<file path="config.mk">
export PLATFORM = sky130hd
export DESIGN_NAME = snake_tile_renderer
export DESIGN_NICKNAME = d
export VERILOG_FILES = /design/src/rtl/snake_vga_pkg.sv /design/src/rtl/snake_tile_ram.sv /design/src/rtl/snake_tile_renderer.sv
export SDC_FILE = /design/constraint.sdc
export NUM_CORES = 2
export LEC_CHECK = 0
export ABC_AREA = 0
export ABC_CLOCK_PERIOD_IN_PS = 21000
export CAP_MARGIN = 10
export CORE_ASPECT_RATIO = 1.1
export CORE_MARGIN = 2
export CORE_UTILIZATION = 48
export DETAILED_ROUTE_END_ITERATION = 7
export PLACE_DENSITY = 0.69
export SLEW_MARGIN = 20
export SYNTH_ARGS = -nofsm -noshare
export SYNTH_HDL_FRONTEND = slang
export SYNTH_SLANG_ARGS = --single-unit
</file>
<file path="constraint.sdc">
create_clock -name CLK -period 21 [get_ports CLK]
set_input_delay 5.25 -clock CLK [delete_from_list [all_inputs] [get_ports CLK]]
set_output_delay 5.25 -clock CLK [all_outputs]
set_load 0.1 [all_outputs]
</file>
<file path="src/rtl/snake_vga_pkg.sv">
// Shared definitions for the Snake display path.
// Holds tile codes, the RRRGGGBB colour constants, playfield geometry defaults,
// the renderer state encoding and small helpers for tile-map addressing.
package snake_vga_pkg;

  // Playfield geometry defaults
  localparam int unsigned GridW     = 40;
  localparam int unsigned GridH     = 30;
  localparam int unsigned TileShift = 4;
  localparam int unsigned HVisible  = 640;
  localparam int unsigned VVisible  = 480;

  // Tile map addressing: 1200 entries need 11 address bits
  localparam int unsigned TileAddrW = 11;
  localparam int unsigned TileW     = 2;

  typedef enum logic [TileW-1:0] {
    TileEmpty = 2'd0,
    TileSnake = 2'd1,
    TileFood  = 2'd2,
    TileWall  = 2'd3
  } tile_e;

  // Colours, RRRGGGBB
  localparam logic [7:0] ColEmpty = 8'b000_000_00;
  localparam logic [7:0] ColSnake = 8'b000_111_00;
  localparam logic [7:0] ColFood  = 8'b111_000_00;
  localparam logic [7:0] ColWall  = 8'b111_111_11;

  typedef enum logic [0:0] {
    StClear = 1'b0,
    StRun   = 1'b1
  } state_e;

  function automatic logic [7:0] tile_colour(input tile_e tile);
    logic [7:0] col;
    unique case (tile)
      TileEmpty: col = ColEmpty;
      TileSnake: col = ColSnake;
      TileFood:  col = ColFood;
      TileWall:  col = ColWall;
      default:   col = ColEmpty;
    endcase
    return col;
  endfunction

  // Start address of a tile row: row * 40 built from two shifts, no multiplier.
  // Only valid for a 40-tile-wide playfield.
  function automatic logic [TileAddrW-1:0] row_base(input logic [TileAddrW-1:0] row);
    return (row << 5) + (row << 3);
  endfunction

endpackage

</file>
<file path="src/rtl/snake_tile_ram.sv">
// Tile map storage for the Snake playfield.
// Simple dual-port RAM: one synchronous write port, one synchronous read port.
// The read port is read-first: a same-cycle write to the read address returns
// the old contents. Contents are not reset.
//
// Ports:
//   clk_i    pixel clock
//   we_i     write enable
//   waddr_i  write address
//   wdata_i  write data (tile code)
//   raddr_i  read address, sampled every cycle
//   rdata_o  registered read data, valid the cycle after raddr_i
module snake_tile_ram #(
  parameter int unsigned Depth = 1200,
  parameter int unsigned AddrW = 11,
  parameter int unsigned DataW = 2
) (
  input  logic             clk_i,
  input  logic             we_i,
  input  logic [AddrW-1:0] waddr_i,
  input  logic [DataW-1:0] wdata_i,
  input  logic [AddrW-1:0] raddr_i,
  output logic [DataW-1:0] rdata_o
);

  logic [DataW-1:0] mem_q [Depth];
  logic [DataW-1:0] rdata_q;

  always_ff @(posedge clk_i) begin
    if (we_i) begin
      mem_q[waddr_i] <= wdata_i;
    end
    rdata_q <= mem_q[raddr_i];
  end

  assign rdata_o = rdata_q;

endmodule

</file>
<file path="src/rtl/snake_tile_renderer.sv">
// Pixel-colour source for the Snake VGA path.
// Holds the playfield tile map, initialises it (walls on the border, empty
// inside) after reset or on request, accepts tile writes from the game logic,
// and converts the VGA stage's pixel coordinates into an RRRGGGBB colour with a
// fixed two-cycle latency. Also pulses FRAME_TICK once per frame when the line
// counter enters vertical blank.
//
// Ports:
//   CLK, RESETn        pixel clock, asynchronous active-low reset
//   XCoord, YCoord     pixel coordinates from the VGA timing stage
//   WR_VALID/WR_READY  tile write handshake; WR_X, WR_Y, WR_TILE carry the write
//   CLEAR_REQ          one-cycle request to reinitialise the playfield
//   BUSY               high while initialisation runs
//   PIXEL_OUT          colour for the coordinates presented two cycles earlier
//   FRAME_TICK         one-cycle pulse at the start of vertical blank
module snake_tile_renderer
  import snake_vga_pkg::*;
#(
  parameter int unsigned GRID_W     = GridW,
  parameter int unsigned GRID_H     = GridH,
  parameter int unsigned TILE_SHIFT = TileShift,
  parameter int unsigned H_VISIBLE  = HVisible,
  parameter int unsigned V_VISIBLE  = VVisible
) (
  input  logic        CLK,
  input  logic        RESETn,
  input  logic [10:0] XCoord,
  input  logic [10:0] YCoord,
  input  logic        WR_VALID,
  output logic        WR_READY,
  input  logic [5:0]  WR_X,
  input  logic [4:0]  WR_Y,
  input  logic [1:0]  WR_TILE,
  input  logic        CLEAR_REQ,
  output logic        BUSY,
  output logic [7:0]  PIXEL_OUT,
  output logic        FRAME_TICK
);

  localparam int unsigned NumTiles = GRID_W * GRID_H;
  localparam int unsigned AddrW    = TileAddrW;

  // ---------------------------------------------------------------------------
  // State and clear walk
  // ---------------------------------------------------------------------------
  state_e           state_q, state_d;
  logic [AddrW-1:0] clr_cnt_q, clr_cnt_d;
  // Column/row of the clear address tracked alongside the counter so the
  // border test needs no divider.
  logic [5:0]       clr_x_q, clr_x_d;
  logic [4:0]       clr_y_q, clr_y_d;

  logic             clr_last;
  logic             clr_border;

  assign clr_last   = (clr_cnt_q == AddrW'(NumTiles - 1));
  assign clr_border = (clr_x_q == '0) || (clr_x_q == 6'(GRID_W - 1)) ||
                      (clr_y_q == '0) || (clr_y_q == 5'(GRID_H - 1));

  // ---------------------------------------------------------------------------
  // Write port
  // ---------------------------------------------------------------------------
  logic             wr_in_range;
  logic [AddrW-1:0] wr_addr;

  logic             ram_we;
  logic [AddrW-1:0] ram_waddr;
  tile_e            ram_wdata;

  assign wr_in_range = (WR_X < 6'(GRID_W)) && (WR_Y < 5'(GRID_H));
  assign wr_addr     = row_base(AddrW'(WR_Y)) + AddrW'(WR_X);

  assign BUSY     = (state_q == StClear);
  assign WR_READY = (state_q == StRun);

  always_comb begin
    state_d   = state_q;
    clr_cnt_d = clr_cnt_q;
    clr_x_d   = clr_x_q;
    clr_y_d   = clr_y_q;
    ram_we    = 1'b0;
    ram_waddr = clr_cnt_q;
    ram_wdata = TileEmpty;

    unique case (state_q)
      StClear: begin
        ram_we    = 1'b1;
        ram_waddr = clr_cnt_q;
        ram_wdata = clr_border ? TileWall : TileEmpty;
        if (clr_last) begin
          state_d   = StRun;
          clr_cnt_d = '0;
          clr_x_d   = '0;
          clr_y_d   = '0;
        end else begin
          clr_cnt_d = clr_cnt_q + 1'b1;
          if (clr_x_q == 6'(GRID_W - 1)) begin
            clr_x_d = '0;
            clr_y_d = clr_y_q + 1'b1;
          end else begin
            clr_x_d = clr_x_q + 1'b1;
          end
        end
      end

      StRun: begin
        // Out-of-range writes still complete the handshake but leave the map alone.
        if (WR_VALID && wr_in_range) begin
          ram_we    = 1'b1;
          ram_waddr = wr_addr;
          ram_wdata = tile_e'(WR_TILE);
        end
        if (CLEAR_REQ) begin
          state_d   = StClear;
          clr_cnt_d = '0;
          clr_x_d   = '0;
          clr_y_d   = '0;
        end
      end

      default: begin
        state_d   = StClear;
        clr_cnt_d = '0;
        clr_x_d   = '0;
        clr_y_d   = '0;
      end
    endcase
  end

  // ---------------------------------------------------------------------------
  // Read path
  // ---------------------------------------------------------------------------
  logic             rd_visible;
  logic [10:0]      tile_x;
  logic [10:0]      tile_y;
  logic [AddrW-1:0] rd_addr;
  logic [TileW-1:0] ram_rdata;

  assign rd_visible = (XCoord < 11'(H_VISIBLE)) && (YCoord < 11'(V_VISIBLE));
  assign tile_x     = XCoord >> TILE_SHIFT;
  assign tile_y     = YCoord >> TILE_SHIFT;
  // Off-screen coordinates would index past the map; park the read at 0.
  assign rd_addr    = rd_visible ? (row_base(AddrW'(tile_y)) + AddrW'(tile_x)) : '0;

  snake_tile_ram #(
    .Depth (NumTiles),
    .AddrW (AddrW),
    .DataW (TileW)
  ) u_tile_ram (
    .clk_i   (CLK),
    .we_i    (ram_we),
    .waddr_i (ram_waddr),
    .wdata_i (ram_wdata),
    .raddr_i (rd_addr),
    .rdata_o (ram_rdata)
  );

  // Stage 1 flags travel alongside the RAM read; stage 2 is the colour register.
  logic       vis_q;
  logic       busy_q;
  logic [7:0] pixel_q, pixel_d;

  assign pixel_d = (vis_q && !busy_q) ? tile_colour(tile_e'(ram_rdata)) : ColEmpty;

  // ---------------------------------------------------------------------------
  // Frame tick: rising edge of "line counter at first blank line"
  // ---------------------------------------------------------------------------
  logic at_vblank;
  logic at_vblank_q;
  logic tick_q, tick_d;

  assign at_vblank = (YCoord == 11'(V_VISIBLE));
  assign tick_d    = at_vblank && !at_vblank_q;

  // ---------------------------------------------------------------------------
  // Registers
  // ---------------------------------------------------------------------------
  always_ff @(posedge CLK or negedge RESETn) begin
    if (!RESETn) begin
      state_q     <= StClear;
      clr_cnt_q   <= '0;
      clr_x_q     <= '0;
      clr_y_q     <= '0;
      vis_q       <= 1'b0;
      busy_q      <= 1'b0;
      pixel_q     <= '0;
      at_vblank_q <= 1'b0;
      tick_q      <= 1'b0;
    end else begin
      state_q     <= state_d;
      clr_cnt_q   <= clr_cnt_d;
      clr_x_q     <= clr_x_d;
      clr_y_q     <= clr_y_d;
      vis_q       <= rd_visible;
      busy_q      <= BUSY;
      pixel_q     <= pixel_d;
      at_vblank_q <= at_vblank;
      tick_q      <= tick_d;
    end
  end

  assign PIXEL_OUT  = pixel_q;
  assign FRAME_TICK = tick_q;

endmodule

</file>
==> run metrics <==
vias per inst=roughly 7; GRT overflow=0; Synth Cell Area=~0.10 mm2; fin crit period=approximately 11000 ps; global routing met2 resource utilization=0.4824; register share of total power=0.519; reg-to-reg critical path startpoint=WR_READY; Die X=approximately 450 um; via count=73010; Final ANT Viol Nets=0; clk slew on worst S/H paths=60 ps; peak fanout along the critical path=36; Max Cap Viol=0; Seq/Total Area, Yosys=0.7082; Worst-Margin Slew=approximately 1400 ps; setup bufs post-CTS=0; area fraction of the dominant cell type after synthesis=0.7005; critical path arrival=11500 ps; Rows=between 150 and 200; Post-route DRC=5; initial antenna violation count=23; register bit total from synthesis=approximately 2400; Worst VDD drop=roughly 0.28 mV; Netlist cell types=88; Logic pwr share=0.165; WS Path Type=in -> reg; CP Capture Type=register; grt peak-use layer=met2; drt pass-1 iters=8; Max Slew Vio Count=0; IO Port Bufs=45; CTS buffer count=232; clock network power share=0.317; clock sink count=2432; Rel. slew slack=0.05894; Worst Hold Class=reg -> reg; All-Layer GR Usage=0.3260; violated checks=design-rule violations; top cell type by total area after synthesis=edfxtp_1; layout cells sized above 1=0.09727; TritonCTS clock tree=built; H-tree levels=4; DRT iter0 DRCs=13700; CP startpoint kind=input pin; RD Place Congestion=slightly above 0.9; Routed wire per std cell=33.81 um; Peak Freq=roughly 93 MHz; met3 usage=0.1011; P per Cell Area=between 100 and 150 mW/mm2; FF-to-FF path depth=4; die area=0.2181 mm2; cell internal pwr=just over 9 mW; clock buffer depth=3; fin nets=just under 8000; Async SR Flop Fraction=0.01234; Setup violations, final=0; Most used DFF post-synth=edfxtp_1; switching portion of total power=0.2889; Min-Delay Startpoint=at_vblank_q; Fin Setup TNS=0 ps; clock root cell=clkbuf_16; cts hold-fix bufs=0; Initial Utilization=0.4822; Final Skew=about 43 ps; Synth area leaders=edfxtp_1, nor2_1, mux2i_1; crit path from=YCoord[9]; Synth Warn #=0; vias in the first global route=69030; # IOs=50; Die Span Y=between 400 and 500 um; final WL=between 300000 and 400000 um; P&R area growth vs syn=10.61%; Post-DP HPWL=a little under 200000 um; PostCTS Resize Cnt=0; status=finished, violations left; final hold violation count=0; largest net degree at the start of global routing=approximately 250; Net Sw Power=3.746 mW; met1 Use GR=0.4216; first-pass GRT wire length=roughly 500000 um; Req. time, crit path=21730 ps; RSZ-0062 raised after global routing=no; hold path depth=1; Pwr Total=12.97 mW; core region area=around 0.21 mm2; Worst-Skew Late Latency=around 900 ps; period utilisation layout=0.5130; LEAKAGE=approximately 37 nW; syn_nets=roughly 7900; number of synthesized flops with an enable pin=2400; Synth Instances=about 7900; commonest non-fill, non-tap cell in the layout=edfxtp_1; mean post-synth cell area=around 13 um2; commonest cells after routing, fill and taps aside=edfxtp_1, nor2_1, nand2_1, mux2i_1, a21oi_1
==> cell type report <==
class | instances | area [um2]
Antenna cell | 20 | 50.05
Clock buffer | 293 | 6160
Clock inverter | 140 | 1181
Fill cell | 17500 | 99560
Inverter | 23 | 91.34
Multi-Input combinational cell | 4767 | 27670
Sequential cell | 2432 | 72860
Tap cell | 2790 | 3491
Timing Repair Buffer | 261 | 2293
==> worst paths after layout <==
| kind | end | slack [ps] |
|---|---|---|
| min in group asynchronous | FRAME_TICK | 4740 |
| max | u_tile_ram.rdata_o[1] | 10230 |
| min | FRAME_TICK | 400 |
| max reg2reg | u_tile_ram.mem_q[718][1] | 16330 |
| min reg2reg | FRAME_TICK | 400 |
| max in group asynchronous | clr_cnt_q[3] | 15970 |
==> critical path, stage by stage <==
cell and delay [ps]:
clkdlybuf4s50_1 620, or3_1 440, buf_4 240, nor4_4 470
buf_4 740, buf_4 550, buf_4 660, mux4_2 400
o22ai_1 250, a211oi_1 120, nor4_1 500, a31oi_1 310
o211ai_1 600, o311ai_0 240
==> power by group through the flow <==
stage	combinational, mW	clock [mW]	sequential, mW
after detailed placement	2.04	0	6.82
after global placement	2.00	0	6.81
final	2.13	4.11	6.72
after global routing	2.20	4.28	6.72
after floorplan	0.955	0	7.55
after CTS	2.04	4.10	6.71
==> state kept, by name (all words and copies together) (netlist names) <==
name,cells
vis_q,1
clr_y_q,5
FRAME_TICK,1
PIXEL_OUT,3
busy_q,1
at_vblank_q,1
u_tile_ram.mem_q,2400
clr_cnt_q,11
u_tile_ram.rdata_o,2
clr_x_q,6
WR_READY,1
==> metal layers <==
metal	part of all wire	vias up	wire length [um]
met3	0.16	1350	56860
met5	0.00033	-	118
li1	-	29140	-
met2	0.43	6354	155800
met4	0.075	16	27110
met1	0.34	36150	122700
==> cells in the mapped netlist, drive strengths merged, types with 16 or more instances <==
master and count:
o2bb2ai 32, nand2 811, ha 26, nor2 1414, o21ai 269, mux4 18, nor2b 27, mux2i 479
a221oi 22, or3 17, o311ai 20, o2111ai 16, a211oi 99, edfxtp 2400, inv 21, o32ai 16
o211ai 59, buf 269, mux2 77, nor4 33, nor3 86, and2 19, a22oi 23, nand4 31
clkbuf 388, dfrtp 30, nand3 227, nand2b 19, o221ai 94, o22ai 150, and3 40, a21oi 342
a31oi 97
==> cells by family (layout without fill, tap and decap cells) <==
kind of cell	count (synthesis)	after routing	synth area share
compound gates	1390	1390	0.08819
simple gates	2758	2758	0.1112
mux	574	574	0.05897
fa+ha+maj	31	31	0.004135
buf+inv	680	717	0.02811
xor+xnor	14	14	0.001192
flops	2432	2432	0.7082
other cells	0	20	0
==> per-stage QoR <==
stage	area [um2]	setup WS (ps)	hold slack (ps)	utilization	instances
6_report	113800	10230	399.1	0.5334	10730
5_1_grt	113800	10250	408.8	0.5331	10710
4_1_cts	113700	10610	401.5	0.5327	10710
3_5_place_dp	106300	9705	398.0	0.4983	10270
3_3_place_gp	106300	9555	389.5	0.4981	10270
2_1_floorplan	102900	5261	377.7	-	7879
Note: power is estimated with default switching activity, not from simulation.
